[src/rtl/ext_pipe.sv]
// Pipelined immediate extender: widens an IN_W-bit immediate to OUT_W bits in
// one of five modes, then carries {valid, illegal, data} through STAGES
// registers with stall (hold), flush (clear) and synchronous reset.

// One pipeline register slot: clear beats hold beats load.
module ext_stage #(
  parameter int W = 32
) (
  input  logic         clk,
  input  logic         reset,
  input  logic         clr_i,
  input  logic         en_i,
  input  logic         vld_i,
  input  logic         ill_i,
  input  logic [W-1:0] data_i,
  output logic         vld_o,
  output logic         ill_o,
  output logic [W-1:0] data_o
);

  logic         vld_q, ill_q;
  logic [W-1:0] data_q;

  // Slot register: reset/flush zero everything, stall holds, else load.
  always_ff @(posedge clk) begin
    if (reset || clr_i) begin
      vld_q  <= 1'b0;
      ill_q  <= 1'b0;
      data_q <= '0;
    end else if (en_i) begin
      vld_q  <= vld_i;
      ill_q  <= ill_i;
      data_q <= data_i;
    end
  end

  assign vld_o  = vld_q;
  assign ill_o  = ill_q;
  assign data_o = data_q;

endmodule

module ext_pipe #(
  parameter int IN_W   = 16,
  parameter int OUT_W  = 32,
  parameter int STAGES = 1
) (
  input  logic             clk,
  input  logic             reset,
  input  logic             in_valid,
  input  logic [IN_W-1:0]  imm,
  input  logic [2:0]       ext_op,
  input  logic             stall,
  input  logic             flush,
  output logic             out_valid,
  output logic [OUT_W-1:0] imm_ext,
  output logic             out_illegal
);

  localparam int K = OUT_W - IN_W;

  logic [OUT_W-1:0] sext;
  logic [OUT_W-1:0] ext_d;
  logic             ill_d;

  // Per-stage inputs (_d) and registered contents (_q).
  logic [STAGES-1:0]            vld_d, ill_d_pipe, vld_q, ill_q;
  logic [STAGES-1:0][OUT_W-1:0] data_d, data_q;

  logic adv;
  assign adv = ~stall;

  // Combinational extend feeding stage 0; reserved ops produce 0 and flag illegal.
  always_comb begin
    sext  = {{K{imm[IN_W-1]}}, imm};
    ext_d = '0;
    ill_d = 1'b0;
    case (ext_op)
      3'b000:  ext_d = {{K{1'b0}}, imm};
      3'b001:  ext_d = sext;
      // LUI: imm occupies the top IN_W bits, zeros below (also covers K > IN_W).
      3'b010:  ext_d = {imm, {K{1'b0}}};
      3'b011:  ext_d = {sext[OUT_W-3:0], 2'b00};
      3'b100:  ext_d = {{K{1'b1}}, imm};
      default: ill_d = 1'b1;
    endcase
  end

  assign vld_d[0]      = in_valid;
  assign ill_d_pipe[0] = ill_d;
  assign data_d[0]     = ext_d;

  genvar s;
  generate
    for (s = 1; s < STAGES; s++) begin : g_chain
      assign vld_d[s]      = vld_q[s-1];
      assign ill_d_pipe[s] = ill_q[s-1];
      assign data_d[s]     = data_q[s-1];
    end

    for (s = 0; s < STAGES; s++) begin : g_stage
      ext_stage #(.W(OUT_W)) u_stage (
        .clk    (clk),
        .reset  (reset),
        .clr_i  (flush),
        .en_i   (adv),
        .vld_i  (vld_d[s]),
        .ill_i  (ill_d_pipe[s]),
        .data_i (data_d[s]),
        .vld_o  (vld_q[s]),
        .ill_o  (ill_q[s]),
        .data_o (data_q[s])
      );
    end
  endgenerate

  assign out_valid   = vld_q[STAGES-1];
  assign out_illegal = ill_q[STAGES-1];
  assign imm_ext     = data_q[STAGES-1];

endmodule

[config.mk]
export PLATFORM = sky130hd
export DESIGN_NAME = ext_pipe
export DESIGN_NICKNAME = d
export VERILOG_FILES = /design/src/rtl/ext_pipe.sv
export SDC_FILE = /design/constraint.sdc
export NUM_CORES = 1
export LEC_CHECK = 0
export CAP_MARGIN = 20
export CORE_UTILIZATION = 44
export DETAILED_ROUTE_END_ITERATION = 7
export PLACE_DENSITY = 0.82
export SETUP_SLACK_MARGIN = 0.3
export SYNTH_ARGS = -nofsm -noshare
export SYNTH_HDL_FRONTEND = slang
export SYNTH_SLANG_ARGS = --single-unit
[constraint.sdc]
create_clock -name clk -period 1.65 [get_ports clk]
set_clock_uncertainty 0.2 [all_clocks]
set_input_delay 0.33 -clock clk [delete_from_list [all_inputs] [get_ports clk]]
set_output_delay 0.33 -clock clk [all_outputs]
set_load 0.005 [all_outputs]
# Word level (Yosys, flattened, before mapping)
# Cells that the tools add are included.
[totals] in_bits=24 reg_bits=34 mem_bits_ro=0 ram_bits=0 wordCells=12 output_inout_bits=34 mem_count=0 latchBits=0
[classes] div_mod_pow=0 n_bitwise=0 n_lt_le_gt_ge=0 n_eq_ne=4 shift=0 mux=2 n_reduce_logical=3 multipliers=0 add_sub_neg=0
[op_table] operator="$pmux 32 s5" count=1
[op_table] operator="$eq 3x2->1 const B" count=2
[op_table] operator="$reduce_or 5->1" count=1
[op_table] operator="$eq 3x1->1 const B" count=1
[op_table] operator="$eq 3x3->1 const B" count=1
[op_table] operator="$logic_not 3->1" count=1
[op_table] operator="$logic_or 1x1->1" count=1
[op_table] operator="$mux 1" count=1

# Logic depth before layout (Yosys ltp)
[logic_depth] ltp_word=3 depth_mapped=6 ltp_nobuf=3

# By module
# A second synthesis with hierarchy kept.
[hier_totals] hier_cells=176 hier_area_um2=1705.4
[modules_own_cells] mod="ext_stage" area_each_um2=1252.5 n_inst=1 cells_each=111 seq_area_each_um2=680.7
[modules_own_cells] mod="ext_pipe" area_each_um2=452.9 n_inst=1 cells_each=65 seq_area_each_um2=0.0

# Least setup slack after synthesis
# No wires, ideal clock.
[synth_path] kind="input-to-reg" startpoint="input port ext_op[1]" endpoint="register g_stage[0].u_stage.data_q[10]" path_stages=6 path_slack_ns=0.148 setup_ns=0.132 n_path_buf=3 t_arrival_ns=1.171 required_time_ns=1.318 path_cell_list="buf_2 and3b_1 buf_2 buf_6 a221oi_2 nor3_1"
[synth_via] elab_chain_cells=2 word_cells_on_any_way=6 cone_classes="eq/ne (4); mux (1); reduce/logical (1)"
[synth_lines] item="from (decl)" line="52" rtl="input logic [2:0] ext_op,"
[synth_lines] item="$eq 3x3->1, or another cell as far along" line="78" rtl="case (ext_op)"
[synth_lines] item="$pmux 32 s5 *" line="78"
[synth_lines] item="to (signal assigned)" line="33" rtl="data_q <= data_i;"
[synth_lines] item="to (decl)" line="22" rtl="logic [W-1:0] data_q;"
# Every way passes the cells marked *; elsewhere a longest branch is shown, timed or not.
# A chain may end at the register's enable or synchronous reset.

# Final worst setup path
[layout_path] startpoint="register g_stage[0].u_stage.data_q[14]" endpoint="output port imm_ext[14]"
[layout_rtl] item="to (decl)" line="56" rtl="output logic [OUT_W-1:0] imm_ext,"
# No word-level cell between the ends.

==> results.sh <==
export IMPL_core_area_um2=3420
export IMPL_track_usage_pct=24.4
export IMPL_grt_ovfl_total=0
export IMPL_crit_buf_inv=1
export IMPL_critPathMaxStageDelay_ps=350
export IMPL_r2r_slack_ps=710
export IMPL_yosys_area_top_type_share_pct=42.1
export IMPL_finalNetCount=251
export IMPL_synthesis_area_um2=1620
export IMPL_peakVddDrop_mv=0.412
export IMPL_drt_first_pass_iters=4
export IMPL_drt_iter0_drc=49
export IMPL_synth_fp_nets=178
export IMPL_cts_tree="done"
export IMPL_antenna_cells=0
export IMPL_synth_top_cell_by_area="dfxtp_1"
export IMPL_drc=0
export IMPL_critical_path_top_delay_family="flip-flops"
export IMPL_maxSlewHeadroom_pct=82.8
export IMPL_hold_viol=0
export IMPL_clk_pin_slew_ps=110
export IMPL_period_share_pct=82.2
export IMPL_wirelength_um=4760
export IMPL_grt_pass1_vias=1486
export IMPL_clk_path_buf_depth=2
export IMPL_startpoint_type="register"
export IMPL_ys_seq_area_share_pct=42.1
export IMPL_synth_cells=154
export IMPL_crit_chain="buf_2"
export IMPL_insertion_delay_ps=360
export IMPL_endpoint_kind="output pin"
export IMPL_die_y_um=62.6
export IMPL_max_slew_worst_pin_slew_ps=257
export IMPL_layout_cells_non_filler=274
export IMPL_synth_edff_count=0
export IMPL_dp_hpwl_um=3220
export IMPL_worst_slack_ps=293
export IMPL_die_area_um2=3920
export IMPL_grt_pass1_wl_um=7530
export IMPL_pre_cts_ws_ps=-380
export IMPL_cp_slowest_cell="dfxtp_2"
export IMPL_routabilityCongestion=0.893
export IMPL_cp_max_fo=2
export IMPL_status="completed"
export IMPL_power_leakage_nw=1.02
export IMPL_period_minus_slack_ps=1360
export IMPL_numClockSinks=34
export IMPL_portBuffers=57
export IMPL_syn_area_per_cell_um2=10.5
export IMPL_setup_viol_count_final=0
export IMPL_ys_types=32
export IMPL_synth_yosys_warnings=0
export IMPL_drive_gt1_share_pct=63.2
export IMPL_synth_common_cells="dfxtp_1 (34), nor2b_1 (15), o2bb2ai_1 (14)"
export IMPL_row_count=21
export IMPL_vias_per_cell=5.64
export IMPL_fin_tns_setup_ps=0
export IMPL_placed_cells=261
export IMPL_die_w_um=62.6
export IMPL_syn_to_final_growth_pct=54.0
export IMPL_synth_main_ff_cell="dfxtp_1"
export IMPL_path_class="reg -> out"
export IMPL_max_freq_mhz=737
export IMPL_grt_start_max_net_pins=22
export IMPL_cp_required_ps=1120
export IMPL_cts_made_buffers=5
export IMPL_pin_count=58
export IMPL_rsz0062_at_grt="true"
export IMPL_start_util_pct=47.3
export IMPL_yosysMostFrequentCell="dfxtp_1"
export IMPL_hp_class="reg -> reg"
export IMPL_ant_nets=0
export IMPL_htreeDepth=2
export IMPL_drv_cap=0
export IMPL_power_per_cell_area_nw_per_um2=698
export IMPL_critPathArrivalTime_ps=830
export IMPL_synth_seq_cells=34
export IMPL_slew_violations=0
export IMPL_avgRoutedWirePerCell_um=17.4
export IMPL_synth_area_leaders="dfxtp_1 (42%), a211oi_2 (7.7%), o2bb2ai_1 (7.6%)"
export IMPL_root_buffer="clkbuf_4"
export IMPL_num_vias=1544
export IMPL_antenna_found_initial=0
export IMPL_postSynth_asyncResetShare_pct=0
[path summary, 6_finish.rpt]
check	startpoint	end	cells past startpoint
setup / recovery	g_stage[0].u_stage.data_o[14]	imm_ext[14]	1
hold / removal	g_stage[0].u_stage.data_o[22]	g_stage[0].u_stage.data_o[22]	1
setup reg to reg	g_stage[0].u_stage.data_o[10]	g_stage[0].u_stage.data_o[10]	3
hold reg to reg	g_stage[0].u_stage.data_o[22]	g_stage[0].u_stage.data_o[22]	1
[report_power, final]
| part | internal (mW) | total [mW] | leakage, nW | switching [mW] |
|---|---|---|---|---|
| Clock | 0.206 | 0.497 | 0.0353 | 0.290 |
| Sequential | 0.848 | 0.861 | 0.292 | 0.0131 |
| Combinational | 0.198 | 0.378 | 0.690 | 0.180 |
| Total | 1.25 | 1.74 | 1.02 | 0.484 |
[area by class of cell]
cell class	instances	area [µm²]
clock inverter	1	5.00
tap	46	57.6
multi-input combinational	100	921
fill	251	928
clock buffer	7	55.1
timing repair buffer	84	718
inverter	2	7.51
sequential	34	723
[registers in the layout, indices dropped and copies added, names as in the netlist]
register and count:
g_stage.u_stage.vld_o 1, g_stage.u_stage.data_o 32, g_stage.u_stage.ill_o 1
[logic make-up after synthesis]
kind of cell | after synthesis | share of synthesized area [%]
AOI/OAI and AO/OA | 55 | 33.5
and+or+nand+nor | 43 | 15.6
DFF | 34 | 42.1
buffers and inverters | 20 | 7.44
muxes | 2 | 1.32
[stage by stage]
step | util, % | hold slack (ps) | power [mW] | area [µm²]
floorplan | - | 256 | 1.05 | 1650
global placement | 68.7 | 252 | 1.21 | 2350
detailed placement | 68.7 | 249 | 1.22 | 2350
CTS | 69.6 | 265 | 1.70 | 2380
global route | 72.8 | 275 | 1.80 | 2490
finish | 72.8 | 263 | 1.74 | 2490
[placed cells by master, fill, tap and decap left out, types with 2 or more instances in the layout]
cell type / Yosys / final
clkdlybuf4s50_1: 0 / 18
nor3b_2: 2 / 2
dfxtp_2: 0 / 34
buf_6: 4 / 15
buf_12: 0 / 4
clkbuf_2: 0 / 2
inv_1: 2 / 2
nor2_1: 5 / 4
nand2_1: 3 / 3
clkbuf_4: 0 / 5
dlygate4sd2_1: 0 / 2
buf_4: 2 / 16
and3b_2: 0 / 2
a22oi_1: 4 / 4
nor3_1: 12 / 12
o2bb2ai_1: 14 / 13
a221oi_2: 8 / 12
a211oi_2: 10 / 15
nor2b_1: 15 / 15
a21oi_1: 3 / 2
buf_2: 6 / 26
[routing by layer]
metal	global-route usage [%]	part of all wire (%)	up-vias
li1	-	-	731
met1	32.7	46	756
met2	38.2	47	48
met3	4.56	5.0	9
met4	10.5	2.0	0
met5	0	0	-
[repair_timing]
| action | in CTS | in global routing |
|---|---|---|
| setup endpoints to repair | 67 | 43 |
| resized for setup | 194 | 22 |
| hold buffers | 0 | 0 |
| cloned | 1 | 0 |
| pin swaps | 3 | 2 |
| setup buffers | 3 | 1 |
Note: power is estimated with default switching activity, not from simulation.
